`config.mk`:
```
export PLATFORM = sky130hd
export DESIGN_NAME = writeback
export DESIGN_NICKNAME = d
export VERILOG_FILES = /design/src/rtl/y86_pkg.sv /design/src/rtl/y86_regfile.sv /design/src/rtl/writeback.sv
export SDC_FILE = /design/constraint.sdc
export NUM_CORES = 2
export LEC_CHECK = 0
export CORE_UTILIZATION = 61
export DETAILED_ROUTE_END_ITERATION = 8
export PLACE_DENSITY = 0.81
export REMOVE_ABC_BUFFERS = 1
export SLEW_MARGIN = 40
export SYNTH_ARGS = -nofsm -noshare
export SYNTH_HDL_FRONTEND = slang
export SYNTH_SLANG_ARGS = --single-unit
```
`constraint.sdc`:
```
create_clock -name clk -period 8.46 [get_ports clk]
set_clock_uncertainty 0.15 [all_clocks]
set_input_delay 1.692 -clock clk [delete_from_list [all_inputs] [get_ports clk]]
set_output_delay 1.692 -clock clk [all_outputs]
set_load 0.05 [all_outputs]
```
`src/rtl/y86_pkg.sv`:
```
// Shared Y86-64 definitions for the writeback slice.
// Optional feature macro: WB_BYPASS_EN (same-cycle write-to-read forwarding).
package y86_pkg;

    localparam logic [3:0] I_HALT   = 4'h0;
    localparam logic [3:0] I_NOP    = 4'h1;
    localparam logic [3:0] I_CMOVXX = 4'h2;
    localparam logic [3:0] I_IRMOVQ = 4'h3;
    localparam logic [3:0] I_RMMOVQ = 4'h4;
    localparam logic [3:0] I_MRMOVQ = 4'h5;
    localparam logic [3:0] I_OPQ    = 4'h6;
    localparam logic [3:0] I_JXX    = 4'h7;
    localparam logic [3:0] I_CALL   = 4'h8;
    localparam logic [3:0] I_RET    = 4'h9;
    localparam logic [3:0] I_PUSHQ  = 4'hA;
    localparam logic [3:0] I_POPQ   = 4'hB;

    localparam logic [3:0] R_RSP  = 4'h4;
    localparam logic [3:0] R_NONE = 4'hF;

    localparam int NREGS = 15;

    typedef enum logic [0:0] {
        ST_RUN  = 1'b0,
        ST_STOP = 1'b1
    } wb_state_t;

    // Codes above popq are not part of the instruction set.
    function automatic logic icode_ok(input logic [3:0] ic);
        return ic <= I_POPQ;
    endfunction

endpackage

```
`src/rtl/y86_regfile.sv`:
```
// Y86-64 register file: 15 x 64-bit, two write ports (M over E), two reads.
// Optional feature macro: WB_BYPASS_EN (reads see same-cycle write data).
module y86_regfile
    import y86_pkg::*;
(
    input  logic        clk,
    input  logic        rst_n,
    input  logic        we_e,
    input  logic [3:0]  dst_e,
    input  logic [63:0] val_e,
    input  logic        we_m,
    input  logic [3:0]  dst_m,
    input  logic [63:0] val_m,
    input  logic [3:0]  src_a,
    input  logic [3:0]  src_b,
    output logic [63:0] val_a,
    output logic [63:0] val_b
);

    logic [63:0] regs [NREGS];

    // Register update; the M write is issued last so it wins on a shared dst.
    always_ff @(posedge clk or negedge rst_n) begin
        if (!rst_n) begin
            for (int i = 0; i < NREGS; i++) begin
                regs[i] <= '0;
            end
        end else begin
            if (we_e && dst_e != R_NONE) begin
                regs[dst_e] <= val_e;
            end
            if (we_m && dst_m != R_NONE) begin
                regs[dst_m] <= val_m;
            end
        end
    end

`ifdef WB_BYPASS_EN
    function automatic logic [63:0] rd(input logic [3:0] src);
        if (src == R_NONE)
            return '0;
        else if (we_m && src == dst_m)
            return val_m;
        else if (we_e && src == dst_e)
            return val_e;
        else
            return regs[src];
    endfunction
`else
    function automatic logic [63:0] rd(input logic [3:0] src);
        if (src == R_NONE)
            return '0;
        else
            return regs[src];
    endfunction
`endif

    // Combinational read ports; index F reads as zero.
    always_comb begin
        val_a = rd(src_a);
        val_b = rd(src_b);
    end

endmodule

```
`src/rtl/writeback.sv`:
```
// Y86-64 writeback stage: destination select, halt/error FSM, regfile.
// Optional feature macro: WB_BYPASS_EN (forward write data to valA/valB).
module writeback
    import y86_pkg::*;
(
    input  logic        clk,
    input  logic        rst_n,
    input  logic        wb_valid,
    input  logic [3:0]  icode,
    input  logic [3:0]  rA,
    input  logic [3:0]  rB,
    input  logic        cnd,
    input  logic [63:0] valE,
    input  logic [63:0] valM,
    input  logic [3:0]  srcA,
    input  logic [3:0]  srcB,
    output logic [63:0] valA,
    output logic [63:0] valB,
    output logic        halted,
    output logic        inst_err
);

    wb_state_t   state;
    logic        halted_q;
    logic        err_q;
    logic [3:0]  dst_e;
    logic [3:0]  dst_m;
    logic        active;
    logic        we_e;
    logic        we_m;

    // Destination for the ALU result.
    always_comb begin
        dst_e = R_NONE;
        case (icode)
            I_CMOVXX: dst_e = cnd ? rB : R_NONE;
            I_IRMOVQ,
            I_OPQ:    dst_e = rB;
            I_CALL,
            I_RET,
            I_PUSHQ,
            I_POPQ:   dst_e = R_RSP;
            default:  dst_e = R_NONE;
        endcase
    end

    // Destination for the memory read data.
    always_comb begin
        dst_m = R_NONE;
        case (icode)
            I_MRMOVQ,
            I_POPQ:   dst_m = rA;
            default:  dst_m = R_NONE;
        endcase
    end

    // Writes happen only for a valid, legal instruction while running.
    always_comb begin
        active = wb_valid && state == ST_RUN && icode_ok(icode);
        we_e   = active && dst_e != R_NONE;
        we_m   = active && dst_m != R_NONE;
    end

    // Run/stop machine; stop is sticky until reset.
    always_ff @(posedge clk or negedge rst_n) begin
        if (!rst_n) begin
            state    <= ST_RUN;
            halted_q <= 1'b0;
            err_q    <= 1'b0;
        end else if (wb_valid && state == ST_RUN) begin
            if (icode == I_HALT) begin
                state    <= ST_STOP;
                halted_q <= 1'b1;
            end else if (!icode_ok(icode)) begin
                state <= ST_STOP;
                err_q <= 1'b1;
            end
        end
    end

    assign halted   = halted_q;
    assign inst_err = err_q;

    y86_regfile u_rf (
        .clk   (clk),
        .rst_n (rst_n),
        .we_e  (we_e),
        .dst_e (dst_e),
        .val_e (valE),
        .we_m  (we_m),
        .dst_m (dst_m),
        .val_m (valM),
        .src_a (srcA),
        .src_b (srcB),
        .val_a (valA),
        .val_b (valB)
    );

endmodule

```
==> summary.txt <==
Routing
  – Vias per inst: ~7.3
  – DRC viols: 0
  – Final WL: 217.0 mm
  – TritonRoute pass-1 iters: 9
  – DR vias: roughly 54k
  – Iteration-0 DRC Markers: 8713
  – Drt wl/cell: a little under 30 um
  – ANT nets after route: 0

Floorplan
  – Num rows: ~120
  – Die X: between 300 and 400 um
  – IO Count: 282
  – Initial Util: 61.48%
  – Die Ht: 316.7 um
  – Area of the core: about 98000 um2
  – Die footprint: roughly 100000 um2

Power
  – Logic pwr share: around 16%
  – Clk pwr share: 40.5%
  – Internal power: roughly 8.6 mW
  – Flop pwr share: between 40% and 50%
  – LEAKAGE: ~30 nW
  – Sw frac: between 20 and 30%
  – Worst vdd ir: approximately 0.00017 V
  – PD cells: approximately 180 nW/um2
  – P_sw: 3.445 mW

STA
  – # setup viols final: 0
  – Period utilization: about 82%
  – Crit path time final: ~7 ns
  – Max transition margin: a little over a third
  – Hold Worst Slack: roughly 0.33 ns
  – Unrepaired setup endpoints after global routing: no
  – Final slew viol count: 0
  – F_max: approximately 140 MHz
  – Final TNS setup: 0 ns
  – Post-route setup slack: between 1.5 and 2 ns
  – Final Hold Vio Count: 0
  – Worst-Margin Slew: between 0.9 and 1 ns

Logic synthesis
  – Avg Cell Area, Syn: just under 10 um2
  – Seq cells post-synth: 963
  – Mapped Area: 60420 um2
  – Synth Flop Type: dfrtp_1
  – Number of flops mapped to enable cells by yosys: 0
  – Seq/Total Area, Yosys: 39.88%
  – Yosys Warn Count: 0
  – Yosys cell types: approximately 50
  – Asr flop ratio synth: 100.0%
  – Syn Inst Count: 6190

Setup path
  – R2R Path Start: state
  – Worst Setup End Kind: primary output
  – Reg-to-reg endpoint: u_rf.regs[889]
  – Reg2reg path depth: 7
  – Data required, critical path: around 6.6 ns
  – Worst EP arrival: ~5.1 ns
  – Worst Setup Path Type: in2out
  – CP max FO: 40
  – CP startpoint kind: input port
  – R2R setup slack: between 4 and 5 ns

Placed design
  – Buffers added on ports: between 200 and 300
  – Routability Congestion: between 0.8 and 0.9
  – Post-DP HPWL: ~120 mm
  – Worst slack, placed: between 1.5 and 2 ns
  – Dpl cells: 7183

CTS
  – Clk Latency, worst-skew pair: about 0.70 ns
  – Post-CTS setup buffer count: 0
  – Worst-path clk slew: approximately 0.06 ns
  – Cts hold-fix bufs: 0
  – TritonCTS clock tree: built
  – Longest Clk Path Bufs: 3
  – H-tree level count: 3
  – Clk root buf: clkbuf_16
  – Post-CTS resize count: 0
  – Total CTS buffers: approximately 100
  – # clock sinks: between 900 and 1k

Min path
  – Min-Delay Path Depth: 1
  – Worst Hold Launch: halted
  – WHS Endpoint: halted
  – Worst Hold Class: reg2reg

Global routing
  – Grt total ovfl: 0
  – Largest net degree at the start of global routing: about 150
  – Global-route wire length before repair: roughly 320 mm
  – Number of global-route vias before repair: ~53k
  – Antenna violations before repair: 20
  – All-Layer GR Usage: a little over two fifths

Layout
  – Most frequent cells in the layout: 963 x dfrtp_1, 867 x mux2i_1, 834 x nor2_1, 766 x nand2_1, 612 x a21oi_1
  – Finished Layout Cells: between 7k and 8k
  – Fin nets: slightly above 6k
  – Most common cell after layout, fill and taps aside: dfrtp_1
  – Seq. cell area: between 20000 and 25000 um2
  – Area Growth Syn to Fin: 11.24%
  – Filler instances: slightly above 7k
  – Layout cell share with drive strength beyond 1: ~13%
  – Area of the multi-input gates: about 33000 um2

Run status
  – Status: completed

Flow run
  – Max_cap viols: 0
## cell type report
class                           instances  share of cell area, %
Clock inverter                         41                 0.8507
Clock buffer                          142                  4.417
Timing Repair Buffer                  408                  6.579
Multi-Input combinational cell       4529                  49.83
Antenna cell                           16                0.05957
Inverter                                2                0.01117
Sequential cell                       963                  35.85
Tap cell                             1287                  2.396
## critical path: stages
cell             delay (ns)
buf_8                  0.37
nor2b_4                0.84
buf_4                  0.52
nand2_1                0.13
o21ai_0                0.14
mux2i_1                0.12
a21oi_1                0.36
clkdlybuf4s50_1        0.88
## routing by layer
metal / up-vias / global-route usage (%) / routed length (um)
met2: 4618 / 64.23 / 96000
met1: 26120 / 54.55 / 74510
li1: 21930 / - / -
met4: 18 / 27.91 / 15270
met5: - / 0 / 113
met3: 1172 / 13.23 / 31140
## metrics by stage
| stage | power (mW) | util (%) | cell area (um2) |
|---|---|---|---|
| after floorplan | 6.210 | - | 57380 |
| after global routing | 12.29 | 68.37 | 67190 |
| after global placement | 7.070 | 64.21 | 63100 |
| after CTS | 11.92 | 68.20 | 67020 |
| after detailed placement | 7.150 | 64.60 | 63480 |
| final | 12.00 | 68.39 | 67210 |
## cells in the mapped netlist (2+ instances only)
| library cell | instances | share of area, % |
|---|---|---|
| nand4_1 | 2 | 0.021 |
| dfrtp_1 | 963 | 40 |
| inv_1 | 2 | 0.012 |
| nand2_1 | 768 | 4.8 |
| o211ai_1 | 2 | 0.025 |
| mux4_2 | 384 | 14 |
| or3_1 | 3 | 0.031 |
| a221oi_2 | 40 | 0.99 |
| o21ai_1 | 12 | 0.099 |
| o21ai_0 | 373 | 3.1 |
| buf_1 | 46 | 0.29 |
| mux2i_1 | 867 | 14 |
| or4_1 | 2 | 0.025 |
| a221oi_1 | 24 | 0.35 |
| nand4b_1 | 8 | 0.12 |
| and3_1 | 5 | 0.052 |
| and2_1 | 3 | 0.031 |
| a211oi_1 | 128 | 1.6 |
| buf_2 | 144 | 1.2 |
| nand3_1 | 6 | 0.050 |
| nor3b_1 | 6 | 0.075 |
| a31oi_1 | 285 | 3.0 |
| clkbuf_1 | 447 | 2.8 |
| and4b_1 | 3 | 0.050 |
| buf_4 | 51 | 0.63 |
| nand3_2 | 2 | 0.033 |
| and4_1 | 3 | 0.043 |
| nor2b_1 | 136 | 1.4 |
| buf_6 | 8 | 0.15 |
| nor2_1 | 835 | 5.2 |
| nand2b_1 | 2 | 0.021 |
| o21bai_1 | 2 | 0.025 |
| a21oi_1 | 612 | 5.1 |
## logic make-up after synthesis
family,Yosys count,synth area share (%)
simple gates,1791,12.05
compound gates,1487,14.34
mux,1251,28.68
flops,963,39.88
buf+inv,698,5.051
## state kept, by name, summed over array words and instances (netlist names)
register,count
u_rf.regs,960
halted,1
inst_err,1
state,1
## power by group through the flow
stage	logic, mW	registers, mW	clock network (mW)
after floorplan	1.02	5.19	0
after global placement	1.83	5.24	0
after detailed placement	1.88	5.27	0
after CTS	1.89	5.19	4.84
after global routing	2.05	5.24	5.01
final	1.93	5.21	4.85
## how the worst max path moves through the flow
stage / end / startpoint / slack, ns
after floorplan: u_rf.regs[320] / wb_valid / -1.47
after global placement: valA[47] / srcA[0] / 1.60
after detailed placement: valB[53] / srcB[0] / 1.71
after CTS: valB[28] / srcB[0] / 1.65
after global routing: valB[28] / srcB[0] / 1.51
final: valB[28] / srcB[0] / 1.51
(Power assumes the default switching activity.)
